==> src/rtl/frame_fetch_ctrl.sv <==
// ---------------------------------------------------------------------------
// frame_fetch_ctrl
//   Write-side sequencer for the VGA pixel FIFO. Walks a frame buffer with
//   Avalon-MM burst reads and forwards returned words into the FIFO write
//   port. An outstanding-word credit counter plus fifo_almost_full throttle
//   request issue, so data already in flight always has room in the FIFO.
//
// Ports
//   clk, reset_n          : single clock, asynchronous active-low reset
//   enable                : permits issuing new bursts
//   frame_start           : one-cycle pulse, begins a frame (or resyncs)
//   frame_base/words      : frame byte address and length, sampled on start
//   mem_*                 : Avalon-MM burst read master
//   fifo_almost_full/full : pixel FIFO status
//   fifo_wr_valid/data    : FIFO write port (readdata delayed by one cycle)
//   frame_done            : one-cycle pulse once a frame is fully written
//   overflow_err          : sticky, a write was presented to a full FIFO
// ---------------------------------------------------------------------------
module frame_fetch_ctrl #(
  parameter int DATA_W          = 64,
  parameter int ADDR_W          = 32,
  parameter int BYTES_PER_WORD  = 8,
  parameter int BURST_LEN       = 16,
  parameter int MAX_OUTSTANDING = 64
) (
  input  logic              clk,
  input  logic              reset_n,
  input  logic              enable,
  input  logic              frame_start,
  input  logic [ADDR_W-1:0] frame_base,
  input  logic [23:0]       frame_words,
  output logic [ADDR_W-1:0] mem_address,
  output logic              mem_read,
  output logic [7:0]        mem_burstcount,
  input  logic              mem_waitrequest,
  input  logic              mem_readdatavalid,
  input  logic [DATA_W-1:0] mem_readdata,
  input  logic              fifo_almost_full,
  input  logic              fifo_full,
  output logic              fifo_wr_valid,
  output logic [DATA_W-1:0] fifo_wr_data,
  output logic              frame_done,
  output logic              overflow_err
);

  localparam logic [1:0] ST_IDLE  = 2'd0;
  localparam logic [1:0] ST_REQ   = 2'd1;
  localparam logic [1:0] ST_DRAIN = 2'd2;

  // Wide enough for outstanding plus a maximal burst without wrapping.
  localparam int                CRED_W      = $clog2(MAX_OUTSTANDING + 256) + 1;
  localparam logic [CRED_W-1:0] MAX_OUT_C   = CRED_W'(MAX_OUTSTANDING);
  localparam logic [ADDR_W-1:0] BPW_C       = ADDR_W'(BYTES_PER_WORD);
  localparam logic [23:0]       BURST_LEN_C = 24'(BURST_LEN);
  localparam logic [CRED_W-1:0] CRED_ZERO   = {CRED_W{1'b0}};
  localparam logic [CRED_W-1:0] CRED_ONE    = {{(CRED_W-1){1'b0}}, 1'b1};

  // Next burst length: the remaining words, capped at BURST_LEN.
  function automatic logic [7:0] min_burst(input logic [23:0] left);
    logic [7:0] b;
    if (left < BURST_LEN_C) begin
      b = left[7:0];
    end else begin
      b = BURST_LEN_C[7:0];
    end
    return b;
  endfunction

  logic [1:0]        state_r,      state_s;
  logic [ADDR_W-1:0] addr_r,       addr_s;
  logic [23:0]       words_left_r, words_left_s;
  logic [ADDR_W-1:0] pend_base_r,  pend_base_s;
  logic [23:0]       pend_words_r, pend_words_s;
  logic              discard_r,    discard_s;
  logic              mem_read_r,   mem_read_s;
  logic [7:0]        burst_r,      burst_s;
  logic              done_r,       done_s;
  logic [CRED_W-1:0] outstanding_r, outstanding_s;
  logic              wr_valid_r;
  logic [DATA_W-1:0] wr_data_r;
  logic              ovf_r;

  logic              accept_s;
  logic              resync_s;
  logic [7:0]        next_burst_s;
  logic [CRED_W-1:0] credit_sum_s;
  logic              can_issue_s;
  logic [CRED_W-1:0] out_inc_s;
  logic [CRED_W-1:0] out_dec_s;
  logic [ADDR_W-1:0] addr_step_s;

  assign accept_s     = mem_read_r & ~mem_waitrequest;
  assign resync_s     = frame_start & (state_r != ST_IDLE);
  assign next_burst_s = min_burst(words_left_r);
  assign credit_sum_s = outstanding_r + CRED_W'(next_burst_s);
  assign can_issue_s  = enable & ~fifo_almost_full & (credit_sum_s <= MAX_OUT_C)
                        & (words_left_r != 24'd0);
  assign addr_step_s  = {{(ADDR_W-8){1'b0}}, burst_r} * BPW_C;

  // Credits: add the accepted burst, retire one per returned word. A word can
  // never belong to a burst accepted in the same cycle, so the guard on the
  // decrement only protects against a stray readdatavalid.
  assign out_inc_s     = accept_s ? CRED_W'(burst_r) : CRED_ZERO;
  assign out_dec_s     = (mem_readdatavalid && (outstanding_r != CRED_ZERO)) ? CRED_ONE : CRED_ZERO;
  assign outstanding_s = outstanding_r + out_inc_s - out_dec_s;

  // Next-state logic for the request sequencer.
  always_comb begin
    state_s      = state_r;
    addr_s       = addr_r;
    words_left_s = words_left_r;
    pend_base_s  = pend_base_r;
    pend_words_s = pend_words_r;
    discard_s    = discard_r;
    mem_read_s   = mem_read_r;
    burst_s      = burst_r;
    done_s       = 1'b0;

    // A pending request always completes its handshake, whatever the state.
    if (accept_s) begin
      mem_read_s   = 1'b0;
      addr_s       = addr_r + addr_step_s;
      words_left_s = words_left_r - {16'd0, burst_r};
    end else begin
      mem_read_s   = mem_read_r;
    end

    // Resync: remember the newest frame; the words still in flight are dropped.
    if (resync_s) begin
      pend_base_s  = frame_base;
      pend_words_s = frame_words;
      discard_s    = 1'b1;
    end else begin
      pend_base_s  = pend_base_r;
      pend_words_s = pend_words_r;
    end

    case (state_r)
      ST_IDLE: begin
        if (frame_start) begin
          if (frame_words != 24'd0) begin
            addr_s       = frame_base;
            words_left_s = frame_words;
            state_s      = ST_REQ;
          end else begin
            done_s       = 1'b1;
          end
        end else begin
          state_s = ST_IDLE;
        end
      end

      ST_REQ: begin
        if (mem_read_r) begin
          if (accept_s && (discard_r || resync_s || (words_left_s == 24'd0))) begin
            state_s = ST_DRAIN;
          end else begin
            state_s = ST_REQ;
          end
        end else if (discard_r || resync_s) begin
          state_s = ST_DRAIN;
        end else if (can_issue_s) begin
          mem_read_s = 1'b1;
          burst_s    = next_burst_s;
        end else begin
          state_s = ST_REQ;
        end
      end

      ST_DRAIN: begin
        if (resync_s || (outstanding_r != CRED_ZERO)) begin
          state_s = ST_DRAIN;
        end else if (discard_r) begin
          // Aborted frame fully drained: start the pending frame. A zero-length
          // pending frame behaves like a no-op frame from IDLE.
          discard_s = 1'b0;
          if (pend_words_r != 24'd0) begin
            addr_s       = pend_base_r;
            words_left_s = pend_words_r;
            state_s      = ST_REQ;
          end else begin
            done_s  = 1'b1;
            state_s = ST_IDLE;
          end
        end else begin
          done_s  = 1'b1;
          state_s = ST_IDLE;
        end
      end

      default: begin
        state_s    = ST_IDLE;
        mem_read_s = 1'b0;
        discard_s  = 1'b0;
      end
    endcase
  end

  // State, credit and output registers.
  always_ff @(posedge clk or negedge reset_n) begin
    if (!reset_n) begin
      state_r       <= ST_IDLE;
      addr_r        <= {ADDR_W{1'b0}};
      words_left_r  <= 24'd0;
      pend_base_r   <= {ADDR_W{1'b0}};
      pend_words_r  <= 24'd0;
      discard_r     <= 1'b0;
      mem_read_r    <= 1'b0;
      burst_r       <= 8'd0;
      done_r        <= 1'b0;
      outstanding_r <= {CRED_W{1'b0}};
      wr_valid_r    <= 1'b0;
      wr_data_r     <= {DATA_W{1'b0}};
      ovf_r         <= 1'b0;
    end else begin
      state_r       <= state_s;
      addr_r        <= addr_s;
      words_left_r  <= words_left_s;
      pend_base_r   <= pend_base_s;
      pend_words_r  <= pend_words_s;
      discard_r     <= discard_s;
      mem_read_r    <= mem_read_s;
      burst_r       <= burst_s;
      done_r        <= done_s;
      outstanding_r <= outstanding_s;
      // Words returning in the resync cycle already belong to the aborted frame.
      wr_valid_r    <= mem_readdatavalid & ~(discard_r | resync_s);
      wr_data_r     <= mem_readdata;
      ovf_r         <= ovf_r | (wr_valid_r & fifo_full);
    end
  end

  assign mem_address    = addr_r;
  assign mem_read       = mem_read_r;
  assign mem_burstcount = burst_r;
  assign fifo_wr_valid  = wr_valid_r;
  assign fifo_wr_data   = wr_data_r;
  assign frame_done     = done_r;
  assign overflow_err   = ovf_r;

endmodule
==> config.mk <==
export PLATFORM = sky130hd
export DESIGN_NAME = frame_fetch_ctrl
export DESIGN_NICKNAME = d
export VERILOG_FILES = /design/src/rtl/frame_fetch_ctrl.sv
export SDC_FILE = /design/constraint.sdc
export NUM_CORES = 1
export LEC_CHECK = 0
export CAP_MARGIN = 0
export CORE_MARGIN = 3
export CORE_UTILIZATION = 50
export DETAILED_ROUTE_END_ITERATION = 8
export GPL_ROUTABILITY_DRIVEN = 0
export HOLD_SLACK_MARGIN = 0.08
export PLACE_DENSITY = 0.81
export SYNTH_ARGS = -nofsm -noshare
export SYNTH_HDL_FRONTEND = slang
export SYNTH_SLANG_ARGS = --single-unit
==> constraint.sdc <==
create_clock -name clk -period 4.9 [get_ports clk]
set_input_delay 0.49 -clock clk [delete_from_list [all_inputs] [get_ports clk]]
set_output_delay 0.49 -clock clk [all_outputs]
set_load 0.05 [all_outputs]
# Yosys cells after proc, flatten, opt, wreduce, memory -nomap -nowiden
# Index checks and enable logic that the tools add are counted.
word_totals:
  ff_bits: 201
  rom_bits: 0
  output_inout_bits: 108
  memories: 0
  mem_bits_rw: 0
  latchBits: 0
classes:
  n_shift: 0
  add_sub_neg: 5
  n_bitwise: 14
  n_div: 0
  reduce_logical: 16
  muxes: 42
  multipliers: 0
  n_eq_ne: 4
  magnitude_cmp: 2
op_table:
  columns: ["operator", "count"]
  rows:
  - ["$mux 32", 6]
  - ["$mux 24", 6]
  - ["$reduce_bool 24->1", 3]
  - ["$pmux 32 s2", 1]
  - ["$pmux 24 s2", 1]
  - ["$add 32x11->32", 1]
  - ["$logic_not 24->1", 1]
  - ["$lt 24x5->1 const B", 1]
  - ["$sub 24x8->24", 1]
  - ["$add 10x8->10", 2]
  - ["$mux 2", 8]
  - ["$mux 8", 2]
  - ["$mux 1", 14]
  - ["$le 10x7->1 const B", 1]
  - ["$reduce_bool 10->1", 1]
  - ["$sub 10x1->10", 1]
  - ["$and 1x1->1", 7]
  - ["$pmux 1 s2", 3]
  - ["$pmux 2 s3", 1]
  - ["$not 1->1", 5]
  - ["$ne 4x4->1 const B", 1]
  - ["$reduce_and 4->1", 1]
  - ["$reduce_or 2->1", 2]
  - ["$logic_or 1x1->1", 3]
  - ["other kinds (8)", 10]

# Depth between registers and ports, before layout
logic_depth:
  ltp_word: 10
  ltp_mapped: 18
  ltp_nobuf: 18

# Least setup slack after synthesis
# Ideal clock, no wire load.
synth_path:
  kind: "reg2reg"
  start: "register words_left_r[17]"
  end: "register burst_r[0] (netlist: mem_burstcount[0])"
  path_slack_ns: 0.622
  setup_ns: 0.127
  arrival_ns: 4.150
  required_ns: 4.773
  stages_incl_launch_ff: 17
  n_path_buf: 0
  cell_sequence: "dfrtp_1 > or3_4 > or4_4 > or4b_4 > nor4_4 > inv_1 > nor2_1 > ha_1 > fa_1 > a21oi_1 > o21ai_0 > a21oi_1 > o21bai_1 > a21oi_1 > mux2i_1 > nor4_4 > mux2_1"
synth_between:
  elab_chain_len: 7
  elab_cells_between_ends: 8
  cone_classes: "add/sub: 1; order compare: 2; mux: 1; bitwise: 2; reduce/logical: 2"
synth_rtl:
  columns: ["item", "line_no", "rtl"]
  rows:
  - ["from (decl)", "71", "logic [23:0] words_left_r, words_left_s;"]
  - ["from (signal assigned)", "218", "words_left_r <= words_left_s;"]
  - ["$lt 24x5->1", "61", "if (left < BURST_LEN_C) begin"]
  - ["$mux 8", "61", null]
  - ["net next_burst_s[4]", "85", "logic [7:0] next_burst_s;"]
  - ["$add 10x8->10", "95", "assign credit_sum_s = outstanding_r + CRED_W'(next_burst_s);"]
  - ["$le 10x7->1", "96", "assign can_issue_s = enable & ~fifo_almost_full & (credit_sum_s <= MAX_OUT_C)"]
  - ["$and 1x1->1", "96", null]
  - ["$and 1x1->1", "97", "& (words_left_r != 24'd0);"]
  - ["$reduce_and 4->1 (no source line)", null, null]
  - ["to (signal assigned)", "223", "burst_r <= burst_s;"]
  - ["to (decl)", "76", "logic [7:0] burst_r, burst_s;"]
# The timed path passes the listed nets, and every way through them passes these cells.
# A chain may end at the register's enable or synchronous reset.

# Final worst setup path
layout_path:
  start: "register words_left_r[17]"
  end: "register burst_r[3] (netlist: mem_burstcount[3])"
# Same word-level chain as after synthesis.

==> results.yml <==
placed_design:
  port_buffers: 235
  place_hpwl_um: 19100
  placed_area_sq_mm: 0.01218
die:
  die_area_sq_mm: 0.02073
  die_x_um: 144.0
  core_sq_mm: 0.01833
  start_util_pct: 51.93
  die_h_um: 144.0
  pin_count: 236
  rows: 49
critical_path:
  reg2reg_depth: 16
  rrSetupSlack_ns: 0.32
  start_kind: "flop"
  path_max_fanout: 7
  end_kind: "flop"
  r2r-start: "words_left_r[17]$_DFF_PN0_"
  worstSetupStartpoint: "words_left_r[17]$_DFF_PN0_"
  r2r-end: "mem_burstcount[3]$_DFFE_PN0P_"
  crit_chain: "or3_4 > or4_4 > or4b_4 > nor4_4 > inv_1 > nor2_1 > ha_1 > fa_1 > a21oi_1 > o21ai_0 > xor2_1 > nor4_1 > a31oi_1 > nor4_4 > buf_4 > mux2_1"
  critPathMaxStageDelay_ns: 0.53
  worstSetupPathType: "flop to flop"
  cp-endpoint: "mem_burstcount[3]$_DFFE_PN0P_"
  path_common_cell: "nor4_4"
  required_ns: 5.27
  arrival_ns: 4.95
  cp_slowest_cell: "or4b_4"
detailed_routing:
  firstDrtPassIters: 4
  drcViolationCount: 0
  viasPerCell: 5.672
  num_vias: 7601
  ant_nets: 0
  wirelength_um: 26770
  drtIter0Drc: 379
  wl_per_cell_um: 19.98
grt:
  grt_pass1_wl_um: 41860
  grt_max_degree: 111
  antenna_found_initial: 3
  grt.total_usage_pct: 25.80
  grt_pass1_vias: 7906
  grt_overflow_total: 0
cells_and_area:
  final_common_cell: "clkdlybuf4s50_1"
  design_area_sq_mm: 0.01289
  final_cell_mix: "clkdlybuf4s50_1, dfrtp_1, o21ai_0, mux2_2, inv_1"
  nets: 1272
  area_growth_pct: 35.37
  drive_gt1_share_pct: 11.08
hold_path:
  min_path_type: "primary input to async pin"
synth:
  synth_area_leaders: "dfrtp_1, mux2_2, ha_1"
  ys_warn_count: 0
  synth_cells: 856
  synth-seq-cells: 201
  synth_edf_count: 0
  synth_cell_types: 63
  synth_top_area_share_pct: 52.84
  avgSynthCellArea_sq_um: 11.12
  synth.largest_area_cell: "dfrtp_1"
  seq_area_frac_synth_pct: 52.84
  async_flop_share_pct: 100.0
  synth_area_sq_mm: 0.009519
  ys.flop_type: "dfrtp_1"
sta:
  final_hold_viol_count: 0
  timing.hold.ws_ns: 0.08221
  setup_viol: 0
  clock_skew_ns: 0.01568
  drv_slew: 0
  rsz0062_at_grt: "no"
  fin_crit_ns: 4.576
  tightest_slew_ns: 1.130
  setup_tns_ns: 0
  max_slew_margin_pct: 24.64
  fin_crit_sh_pct: 93.39
  fmax_ghz: 0.2185
pwr:
  total_power_mw: 7.573
  power.density_mw_per_mm2: 587.7
  ir_worst_vdd_v: 0.0003480
  leakage_nw: 5.445
cts:
  cts_num_sinks: 201
  path_clk_slew_ns: 0.06
  post_cts_buffers: 0
  cts_root_buf: "clkbuf_16"
  cts-resized-gates: 0
  h-tree-depth: 1
  holdBufCountCts: 0
  cts.path.max_buffers: 3
  clk_latency_ns: 0.50
  cts_tree: "yes"
  cts_buffers: 22
status:
  status: "completed"
flow_run:
  maxCapViolations: 0
stage by stage:
step	setup slack [ns]	instances	utilization (%)
final	0.3239	1340	70.30
after global routing	0.02020	1340	70.30
after CTS	0.1697	1337	70.20
after detailed placement	0.1859	1301	66.42
after global placement	0.3147	1301	66.42
after floorplan	0.6222	858	-
critical path: cells and delay by family (launching register included):
family / cells / cell delay [ns]
simple gates: 7 / 2.38
compound gates: 3 / 0.49
fa+ha+maj: 2 / 0.42
flops: 1 / 0.38
mux: 1 / 0.34
buf+inv: 2 / 0.33
xor+xnor: 1 / 0.14
cell type report:
class,count,area [sq um]
flip-flops and latches,201,5030
multi-input cells,571,4205
inverters,54,202.7
fillers,1282,5445
diodes,1,2.502
repair buffers,248,2466
clock buffers,31,654.4
clock inverters,5,38.79
well taps,229,286.5
power by group:
part	internal (mW)	leakage (nW)	switching [mW]	total, mW
clock network	0.925	0.343	0.645	1.57
registers	2.23	2.39	0.512	2.74
logic	1.38	2.71	1.88	3.26
worst min path at each step:
stage	start	to	cells after the start
2_1_floorplan	reset_n	discard_r$_DFF_PN0_	0
3_3_place_gp	overflow_err$_DFF_PN0_	overflow_err$_DFF_PN0_	1
3_5_place_dp	overflow_err$_DFF_PN0_	overflow_err$_DFF_PN0_	1
4_1_cts	reset_n	pend_words_r[22]$_DFFE_PN0P_	1
5_1_grt	reset_n	pend_words_r[10]$_DFFE_PN0P_	1
6_report	reset_n	pend_words_r[10]$_DFFE_PN0P_	1
synthesized netlist by cell type (7+ instances only):
cell type,n
dfrtp_1,201
o21ai_0,65
mux2_2,56
inv_1,54
nand2_1,53
nor2_1,52
a22oi_1,47
ha_1,42
a21oi_1,38
xnor2_1,37
clkbuf_1,30
xor2_1,21
nor4_1,20
nand4_1,11
a21o_1,10
nor3_1,10
nand3_1,9
a221o_1,8
nor2b_1,7
state kept, by name (all words and copies together), names as in the netlist, 2 cells and up:
name and flops:
pend_base_r 32, fifo_wr_data 64, mem_burstcount 8, words_left_r 24
state_r 2, outstanding_r 10, mem_address 32, pend_words_r 24
cell families after synthesis:
family	after synthesis	share of synthesized area [%]
fa+ha+maj	46	6.362
mux	64	7.518
buf+inv	86	3.391
compound gates	202	13.72
flops	201	52.84
other cells	1	0.03939
simple gates	198	10.79
xor+xnor	58	5.337
routing by layer:
metal	vias to the layer above	global-route usage (%)	part of all wire, %
li1	3531	-	-
met4	4	7.334	2.7
met3	52	9.425	9.2
met5	-	0	0.086
met1	3731	31.30	39
met2	283	43.53	49
Power figures use the tool's default switching activity.
